--- src/rtl/cpu_defs_pkg.sv ---
// ============================================================================
// cpu_defs : shared CPU definitions (opcodes, access sizes, data-bridge FSM)
// Rev 1.1  : added access-size codes and dmem_bridge state encoding
// ============================================================================
`default_nettype none

package cpu_defs;

  // Primary opcodes (instruction[31:26])
  localparam logic [5:0] OP_RTYPE = 6'b000000;
  localparam logic [5:0] OP_LB    = 6'b100000;
  localparam logic [5:0] OP_LH    = 6'b100001;
  localparam logic [5:0] OP_LW    = 6'b100011;
  localparam logic [5:0] OP_SB    = 6'b101000;
  localparam logic [5:0] OP_SH    = 6'b101001;
  localparam logic [5:0] OP_SW    = 6'b101011;

  // Memory access size codes
  localparam logic [1:0] SIZE_BYTE = 2'b00;
  localparam logic [1:0] SIZE_HALF = 2'b01;
  localparam logic [1:0] SIZE_WORD = 2'b10;

  // Data-side bridge FSM
  localparam int BRIDGE_ST_W = 2;

  typedef enum logic [BRIDGE_ST_W-1:0] {
    BR_IDLE = 2'b00,
    BR_ADDR = 2'b01,
    BR_DATA = 2'b10,
    BR_DONE = 2'b11
  } bridge_state_e;

endpackage

`default_nettype wire

--- src/rtl/dmem_bridge_align_chk.sv ---
// ============================================================================
// dmem_align_chk : combinational misalignment detector for ME-stage accesses
// Rev 1.0  : initial release
// ============================================================================
`default_nettype none

module dmem_align_chk
  import cpu_defs::*;
(
  input  logic       en_i,       // an access is presented this cycle
  input  logic       wr_i,       // 1 = store, 0 = load
  input  logic [1:0] size_i,     // access size code
  input  logic [1:0] addr_lo_i,  // low address bits
  output logic       adel_o,     // misaligned load
  output logic       ades_o      // misaligned store
);

  logic w_misalign;

  // Word needs addr[1:0]==0, half needs addr[0]==0; bytes are always aligned
  always_comb begin
    w_misalign = 1'b0;
    if (size_i == SIZE_WORD) begin
      w_misalign = (addr_lo_i != 2'b00);
    end else if (size_i == SIZE_HALF) begin
      w_misalign = addr_lo_i[0];
    end
  end

  assign adel_o = en_i & w_misalign & ~wr_i;
  assign ades_o = en_i & w_misalign &  wr_i;

endmodule

`default_nettype wire

--- src/rtl/dmem_bridge.sv ---
// ============================================================================
// dmem_bridge : ME-stage load/store to split-transaction SRAM-like bus bridge
// Rev 1.0  : initial release
// ============================================================================
`default_nettype none

module dmem_bridge
  import cpu_defs::*;
#(
  parameter int ADDR_W = 32,
  parameter int DATA_W = 32
) (
  input  logic                clk,
  input  logic                rst,            // async, active low
  // ME stage side
  input  logic                mem_en_i,
  input  logic [DATA_W/8-1:0] mem_wen_i,
  input  logic [1:0]          mem_size_i,
  input  logic [ADDR_W-1:0]   mem_addr_i,
  input  logic [DATA_W-1:0]   mem_wdata_i,
  input  logic                pipe_stall_i,
  output logic [DATA_W-1:0]   mem_rdata_o,
  output logic                mem_stall_o,
  output logic                mem_adel_o,
  output logic                mem_ades_o,
  // Bus side
  output logic                data_req_o,
  output logic                data_wr_o,
  output logic [1:0]          data_size_o,
  output logic [DATA_W/8-1:0] data_wstrb_o,
  output logic [ADDR_W-1:0]   data_addr_o,
  output logic [DATA_W-1:0]   data_wdata_o,
  input  logic                data_addr_ok_i,
  input  logic                data_data_ok_i,
  input  logic [DATA_W-1:0]   data_rdata_i
);

  localparam int STRB_W = DATA_W / 8;

  bridge_state_e       state_q;
  logic                req_q;
  logic                wr_q;
  logic [1:0]          size_q;
  logic [STRB_W-1:0]   wstrb_q;
  logic [ADDR_W-1:0]   addr_q;
  logic [DATA_W-1:0]   wdata_q;
  logic [DATA_W-1:0]   hold_q;

  logic                w_wr;
  logic                w_adel;
  logic                w_ades;
  logic                w_issue;

  assign w_wr = |mem_wen_i;

  // Misaligned accesses are only reported from IDLE; elsewhere mem_en belongs
  // to an access already in flight or completed
  dmem_align_chk u_align_chk (
    .en_i      (mem_en_i && (state_q == BR_IDLE) && rst),
    .wr_i      (w_wr),
    .size_i    (mem_size_i),
    .addr_lo_i (mem_addr_i[1:0]),
    .adel_o    (w_adel),
    .ades_o    (w_ades)
  );

  assign w_issue = mem_en_i && !w_adel && !w_ades;

  // Bridge FSM: latches the request, runs the address and data phases
  always_ff @(posedge clk or negedge rst) begin
    if (!rst) begin
      state_q <= BR_IDLE;
      req_q   <= 1'b0;
      wr_q    <= 1'b0;
      size_q  <= 2'b00;
      wstrb_q <= '0;
      addr_q  <= '0;
      wdata_q <= '0;
      hold_q  <= '0;
    end else begin
      case (state_q)
        BR_IDLE: begin
          if (w_issue) begin
            addr_q  <= mem_addr_i;
            wdata_q <= mem_wdata_i;
            wstrb_q <= mem_wen_i;
            size_q  <= mem_size_i;
            wr_q    <= w_wr;
            req_q   <= 1'b1;
            state_q <= BR_ADDR;
          end
        end
        BR_ADDR: begin
          // A data_ok coincident with addr_ok is not a legal response here
          if (data_addr_ok_i) begin
            req_q   <= 1'b0;
            state_q <= BR_DATA;
          end
        end
        BR_DATA: begin
          if (data_data_ok_i) begin
            hold_q  <= data_rdata_i;
            state_q <= pipe_stall_i ? BR_DONE : BR_IDLE;
          end
        end
        BR_DONE: begin
          // Pipeline still holds the same instruction; do not re-issue it
          if (!pipe_stall_i) begin
            state_q <= BR_IDLE;
          end
        end
        default: begin
          state_q <= BR_IDLE;
        end
      endcase
    end
  end

  // Stall request and load-data return, bypassing the hold buffer on data_ok
  always_comb begin
    mem_stall_o = 1'b0;
    mem_rdata_o = hold_q;
    case (state_q)
      BR_IDLE: mem_stall_o = w_issue & rst;
      BR_ADDR: mem_stall_o = 1'b1;
      BR_DATA: begin
        mem_stall_o = ~data_data_ok_i;
        if (data_data_ok_i) begin
          mem_rdata_o = data_rdata_i;
        end
      end
      default: mem_stall_o = 1'b0;
    endcase
  end

  assign mem_adel_o   = w_adel;
  assign mem_ades_o   = w_ades;

  assign data_req_o   = req_q;
  assign data_wr_o    = wr_q;
  assign data_size_o  = size_q;
  assign data_wstrb_o = wstrb_q;
  assign data_addr_o  = addr_q;
  assign data_wdata_o = wdata_q;

endmodule

`default_nettype wire
--- config.mk ---
export PLATFORM = sky130hd
export DESIGN_NAME = dmem_bridge
export DESIGN_NICKNAME = d
export VERILOG_FILES = /design/src/rtl/cpu_defs_pkg.sv /design/src/rtl/dmem_bridge_align_chk.sv /design/src/rtl/dmem_bridge.sv
export SDC_FILE = /design/constraint.sdc
export NUM_CORES = 1
export LEC_CHECK = 0
export CAP_MARGIN = 25
export CORE_MARGIN = 2
export CORE_UTILIZATION = 42
export CTS_CLUSTER_DIAMETER = 30
export DETAILED_ROUTE_END_ITERATION = 8
export PLACE_DENSITY = 0.91
export SLEW_MARGIN = 5
export SYNTH_ARGS = -nofsm -noshare
export SYNTH_HDL_FRONTEND = slang
export SYNTH_SLANG_ARGS = --single-unit
--- constraint.sdc ---
create_clock -name clk -period 3.15 [get_ports clk]
set_input_delay 0.63 -clock clk [delete_from_list [all_inputs] [get_ports clk]]
set_output_delay 0.63 -clock clk [all_outputs]
set_load 0.1 [all_outputs]
# After elaboration in Yosys (flattened, before gate mapping)
# Index checks and enable logic that the tools add are counted.
# op_classes
n_eq_ne,9
muxes,14
n_bitwise,6
n_reduce_logical,13
# ops
operator,count
$mux W32,2
$mux W2,5
$ne A2 B2 Y1 const B,4
$pmux W2 S4,1
$eq A2 B2 Y1 const B,3
$and A1 B1 Y1,4
$eq A2 B1 Y1 const B,2
$logic_and A1 B1 Y1,4
$mux W1,4
$reduce_and A4 Y1,1
$reduce_bool A2 Y1,2
$reduce_or A4 Y1,1
$pmux W1 S3,1
$reduce_and A3 Y1,1
$logic_not A1 Y1,2
$logic_not A2 Y1,1
$not A1 Y1,2
$pmux W1 S2,1
$reduce_and A2 Y1,1
# word_totals
ff_bits,106
in_bits,108
word_cells,50

# Depth between registers and ports, before layout
# Gate-level depths: netlist of run 1.
# logic_depth
word_depth,10
depth_mapped,5

# Cells and area by module
# From an unflattened synthesis of run 1, not the netlist that was laid out.
# unflattened
hier_cells,246
hier_area_um2,4337.9
# by_module_without_submodules
module,instances,cells_each,area_each_um2,seq_area_each_um2
dmem_bridge,1,239,4291.6,2652.5
dmem_align_chk,1,7,46.3,0.0

# Worst setup path before layout of run 1
# OpenSTA, ideal clock, no wires.
# synth_timing
path_kind,input to output
start,in mem_wen_i[1]
end,out mem_adel_o
arrival_ns,4.147
required_time_ns,2.520
path_slack_ns,-1.627
path_stages,2
path_buffers,0
path_cell_list,nor4_1 -> nor4b_1
# synth_via
elab_chain_len,3
# synth_lines
item,line,rtl
start: declaration,dmem_bridge.sv:17,"input logic [DATA_W/8-1:0] mem_wen_i,"
$reduce_or A4 Y1,dmem_bridge.sv:54,assign w_wr = |mem_wen_i;
$not A1 Y1,dmem_bridge_align_chk.sv:30,assign adel_o = en_i & w_misalign & ~wr_i;
$and A1 B1 Y1,dmem_bridge_align_chk.sv:30,
end: declaration,dmem_bridge.sv:24,"output logic mem_adel_o,"
# Every way passes these cells.

# Worst setup path in the final report of run 1
# layout_timing
start,in mem_size_i[0]
end,out mem_adel_o
# layout_via
elab_chain_len,5
elab_cells_between_ends,6
classes_between,eq/ne: 2; mux: 2; bitwise: 2
# layout_lines
item,line,rtl
start: declaration,dmem_bridge.sv:18,"input logic [1:0] mem_size_i,"
$eq A2 B1 Y1,dmem_bridge_align_chk.sv:25,end else if (size_i == SIZE_HALF) begin
$mux W1,dmem_bridge_align_chk.sv:25,
$mux W1 *,dmem_bridge_align_chk.sv:23,if (size_i == SIZE_WORD) begin
$and A1 B1 Y1 * (2 in series),dmem_bridge_align_chk.sv:30,
# Every way passes the cells marked *; elsewhere a longest branch is shown, timed or not.

==> results by group, run 1 <==
Run status
  • Status: finished, final reports clean

Global routing
  • First-pass GRT wire length: approximately 16000 um
  • GRT Total Usage: between 20% and 30%
  • Largest net degree at the start of global routing: 79
  • Vias in the first global route: 3222
  • Antenna violations before repair: 0
  • Total gr overflow: 0

Worst setup path
  • CP Capture Type: output pin
  • CP startpoint kind: primary input
  • Worst Path Max Fanout: 6
  • Critical R2R Capture: data_addr_o[29]
  • Worst EP required: ~2.5 ns
  • R2R setup slack: ~1.5 ns
  • Cells along the critical path: clkdlybuf4s50_1 > nand3b_1 > o21a_1 > nor4b_4 > buf_12
  • Critical path type: primary input to output pin
  • Reg-to-Reg Start: state_q[0]
  • WP data arrival: between 2 and 2.5 ns
  • FF-to-FF path depth: 4
  • Critical path's largest stage delay: roughly 0.62 ns
  • Critical path's slowest cell: clkdlybuf4s50_1

Clocking
  • Clock root buffer: clkbuf_8
  • CTS tree: yes
  • Post-CTS resize count: 0
  • CTS Sinks: about 110
  • Num CTS Buffers: 9
  • Hold-fix buffers at CTS: 0
  • CTS H-tree depth: 3
  • Clock Tree Buf Depth: 2
  • Clk_lat worst skew: 0.36 ns
  • Setup Buffers After CTS: 0
  • Clock Pin Slew Worst Setup and Hold Paths: about 0.1 ns

Placement
  • GP Congestion: roughly 0.74
  • Buffers on Ports: 214
  • Placed inst area: approximately 0.0066 mm2
  • Dpl hpwl: a little over 8000 um
  • Dpl ws: 0.385 ns

STA
  • Slew at the pin closest to its max-slew limit: 0.413 ns
  • Max_slew headroom: ~72%
  • Fin Clk Skew: a little over 0.01 ns
  • Final setup fails: 0
  • Unrepaired setup endpoints after global routing: false
  • Post-route setup TNS: 0 ns
  • Setup WS post-layout: between 0.3 and 0.4 ns
  • Fmax: 0.360 GHz
  • Crit share post-route: between 80% and 90%
  • Final min period: 2.78 ns
  • Slew Limit Fails: 0
  • Final Hold Viols: 0

Logic synthesis
  • Register area share after synthesis: about 65%
  • Most common cell in the netlist: dfrtp_1
  • Avg Synthesized Cell Area: 16.3 um2
  • Synthesized area: 0.00407 mm2
  • Yosys top cell area share: 65.2%
  • Post-Syn Nets: approximately 360
  • Post-synth EDFFs: 0
  • Syn Inst Count: 250
  • Synth Register Bits: ~110
  • Synth top area cells: dfrtp_1, mux2_1, mux2_2, buf_4, buf_2
  • Yosys warns: 0
  • Synth Flop Type: dfrtp_1
  • Synth cell types: 25
  • Async SR Flop Fraction: 100%
  • Leading area contributor after synthesis: dfrtp_1
  • Synth top cells by count: dfrtp_1, mux2_1, mux2_2, buf_4, buf_2

Cells and area
  • Final instance area: 0.00681 mm2
  • Total Nets Final: 579
  • Diode count: 0
  • Fin util: between 70 and 80%
  • Area delta synth->final: 67.4%
  • Share of cells above drive strength 1: a little over a third

Floorplan
  • Die X: 102 um
  • # rows: 35
  • Die H: a little over 100 um
  • Initial Util: ~44%
  • IO Count: 215
  • CORE AREA: ~0.0093 mm2
  • Die area: around 0.010 mm2

Route
  • Drt drc: 0
  • Routed wire length: between 10000 and 15000 um
  • Drt wl/cell: 17.3 um
  • Antenna-violating nets left: 0
  • DRT Pass-1 Iters: 4
  • Vias: roughly 2.9k
  • Starting DRT DRC Count: 45
  • Vias per cell: slightly below 5

Hold path
  • HP Class: primary input to asynchronous set/reset pin

Job
  • Max_cap viols: 0
how the worst max path moves through the flow:
stage	from	endpoint	slack (ns)
floorplan	mem_wen_i[1]	mem_adel_o	0.17
global placement	mem_size_i[0]	mem_stall_o	0.43
detailed placement	mem_size_i[0]	mem_adel_o	0.38
CTS	mem_size_i[0]	mem_adel_o	0.37
global route	mem_addr_i[0]	mem_adel_o	0.29
finish	mem_size_i[0]	mem_adel_o	0.37
cell families (layout without fill, tap and decap cells):
family	Yosys count	after routing	synth area share [%]
AOI/OAI and AO/OA	11	11	2.18
muxes	102	102	28.2
buffers and inverters	14	239	2.00
DFF	106	106	65.2
and+or+nand+nor	17	17	2.43
per-stage QoR:
| stage | std cells | hold WS (ns) |
|---|---|---|
| 2_1_floorplan | 250 | 0.334 |
| 3_3_place_gp | 588 | 0.475 |
| 3_5_place_dp | 588 | 0.482 |
| 4_1_cts | 603 | 0.308 |
| 5_1_grt | 604 | 0.317 |
| 6_report | 604 | 0.315 |
layout by cell type, fill, tap and decap left out, drive strengths merged:
cell type and n:
nand4b 1, nand3b 3, o211ai 2, inv 4, o21a 1, a221o 1, nor4 2, or2 1
o21ai 2, clkinvlp 1, nand2b 1, a31o 1, clkbuf 10, nor4b 1, nor2 3, nor3 1
dfrtp 106, mux2 102, a21oi 1, clkdlybuf4s50 106, o2111ai 1, a2bb2oi 1, buf 115, nand2 4
bufinv 1, o311ai 1, clkinv 2
worst max-delay path, delay by kind of cell:
family | cells | cell delay, ns
buffers and inverters | 2 | 0.84
AND/OR/NAND/NOR | 2 | 0.48
AO/OA/AOI/OAI | 1 | 0.21
metal layers:
layer / GRT usage, % / part of all wire [%] / vias up
li1: - / - / 1332
met5: 0 / 0 / -
met4: 6.67 / 1.5 / 0
met3: 9.44 / 12 / 13
met1: 22.7 / 36 / 1457
met2: 35.0 / 51 / 146
flip-flops by register name, indices dropped and copies added (netlist names):
signal	cells
data_addr_o	32
data_req_o	1
data_size_o	2
data_wdata_o	32
data_wr_o	1
data_wstrb_o	4
hold_q	32
state_q	2
final cells by class:
class | count | area, um2
Sequential cell | 106 | 2650
Fill cell | 615 | 2520
Timing Repair Buffer | 221 | 2410
Multi-Input combinational cell | 130 | 1380
Tap cell | 129 | 161
Clock buffer | 10 | 138
Clock inverter | 5 | 63.8
Inverter | 3 | 11.3
Power of run 1 is not shown: default switching activity piles up to over one toggle a cycle in this logic, so the estimate is an artifact.
==> run 2, diff against run 1 <==
Settings changed: CORE_MARGIN 2 to unset.
==> results by group, run 2 (synthesized netlist as in run 1, its figures left out) <==
Run status
  • Status: finished, final reports clean

STA
  • Fmax: between 0.3 and 0.4 GHz
  • Slew at the pin closest to its max-slew limit: roughly 0.76 ns
  • Post-route setup TNS: 0 ns
  • Max_slew headroom: 49.6%
  • Final min period: around 2.7 ns
  • Final setup fails: 0
  • Final Hold Viols: 0
  • Crit share post-route: around 87%
  • Unrepaired setup endpoints after global routing: false
  • Fin Clk Skew: ~0.021 ns
  • Slew Limit Fails: 0

Route
  • DRT Pass-1 Iters: 4
  • Vias: between 2k and 3k
  • Drt wl/cell: between 15 and 20 um
  • Antenna-violating nets left: 0
  • Starting DRT DRC Count: 39
  • Vias per cell: slightly below 5
  • Routed wire length: around 10000 um
  • Drt drc: 0

Hold path
  • HP Class: primary input to asynchronous set/reset pin

Clocking
  • Post-CTS resize count: 0
  • Clock Tree Buf Depth: 2
  • Setup Buffers After CTS: 0
  • CTS Sinks: 106
  • Num CTS Buffers: 9
  • Clk_lat worst skew: ~0.35 ns
  • Clock Pin Slew Worst Setup and Hold Paths: about 0.1 ns
  • Hold-fix buffers at CTS: 0
  • Clock root buffer: clkbuf_8
  • CTS tree: yes
  • CTS H-tree depth: 3

Worst setup path
  • Worst EP required: approximately 2.5 ns
  • CP startpoint kind: primary input
  • WP data arrival: between 2 and 2.5 ns
  • Crit. Startpoint: mem_size_i[0]
  • Reg-to-Reg Start: state_q[0]
  • Critical path type: primary input to output pin
  • Worst Path Max Fanout: 6
  • CP Capture Type: output pin

Floorplan
  • Initial Util: between 40 and 50%
  • # rows: 35
  • Die area: between 0.01 and 0.015 mm2
  • Die X: 100 um
  • CORE AREA: just over 0.009 mm2
  • IO Count: roughly 220
  • Die H: about 100 um

Global routing
  • Antenna violations before repair: 0
  • Largest net degree at the start of global routing: between 60 and 70
  • Vias in the first global route: between 3k and 4k
  • Total gr overflow: 0
  • First-pass GRT wire length: between 15000 and 20000 um
  • GRT Total Usage: roughly 20%

Placement
  • Dpl hpwl: around 8000 um
  • Buffers on Ports: approximately 210
  • GP Congestion: approximately 0.75

Cells and area
  • Diode count: 0
  • Total Nets Final: about 580
  • Share of cells above drive strength 1: a little over a third
  • Area delta synth->final: 67.2%
  • Fin util: approximately 73%
  • Most frequent cells in the layout: dfrtp_1, clkdlybuf4s50_1, buf_4

Job
  • Max_cap viols: 0
-- run 2: cell count changes in the layout (fill, tap and decap cells not counted) --
| cell | change |
|---|---|
| buf_12 | +1 |
| buf_16 | -1 |
| buf_4 | -1 |
| clkinv_4 | -1 |
| clkinvlp_4 | +1 |
| inv_6 | +1 |
-- run 2: path summary, 6_finish.rpt --
kind,end,slack (ns),depth (start not counted)
max,mem_ades_o,0.40,5
max in group asynchronous,data_addr_o[15],2.17,2
max reg2reg,data_addr_o[7],1.23,4
min in group clk,data_addr_o[13],0.50,1
min reg2reg,data_addr_o[13],0.50,1
min,data_wr_o,0.40,2
-- run 2: worst max-delay path, cell delays in order --
cell and delay, ns:
clkdlybuf4s50_1 0.61, nand3b_1 0.12, o21a_1 0.20, nor4_4 0.35, buf_12 0.22
-- run 2: layout make-up --
cell class                 instances  area (um2)
tap                              129         161
inverter                           3        11.3
timing repair buffer             220        2390
multi-input combinational        130        1380
sequential                       106        2650
clock inverter                     6        71.3
clock buffer                      10         138
fill                             623        2520
-- run 2: layer usage --
| layer | global-route usage, % | vias to the layer above | share of wire (%) |
|---|---|---|---|
| met5 | 0 | - | 0 |
| met3 | 8.15 | 10 | 10 |
| met4 | 5.46 | 0 | 1.0 |
| met2 | 36.1 | 135 | 52 |
| li1 | - | 1326 | - |
| met1 | 21.5 | 1443 | 36 |
-- run 2: stage by stage --
| step | instances | worst slack, ns | cell area [um2] | hold WS [ns] |
|---|---|---|---|---|
| floorplan | 250 | 0.174 | 4100 | 0.334 |
| global placement | 588 | 0.448 | 6600 | 0.476 |
| detailed placement | 588 | 0.396 | 6600 | 0.482 |
| CTS | 604 | 0.408 | 6800 | 0.414 |
| global route | 604 | 0.332 | 6800 | 0.443 |
| finish | 604 | 0.401 | 6800 | 0.399 |
Power of run 2 is left out for the same reason.
==> run 3, diff against run 2 <==
Settings changed: CTS_CLUSTER_DIAMETER 30 to unset.
==> results of run 3 <==
Final layout, timing and power as in run 2 (identical DEF).
Power of run 3 is left out for the same reason.
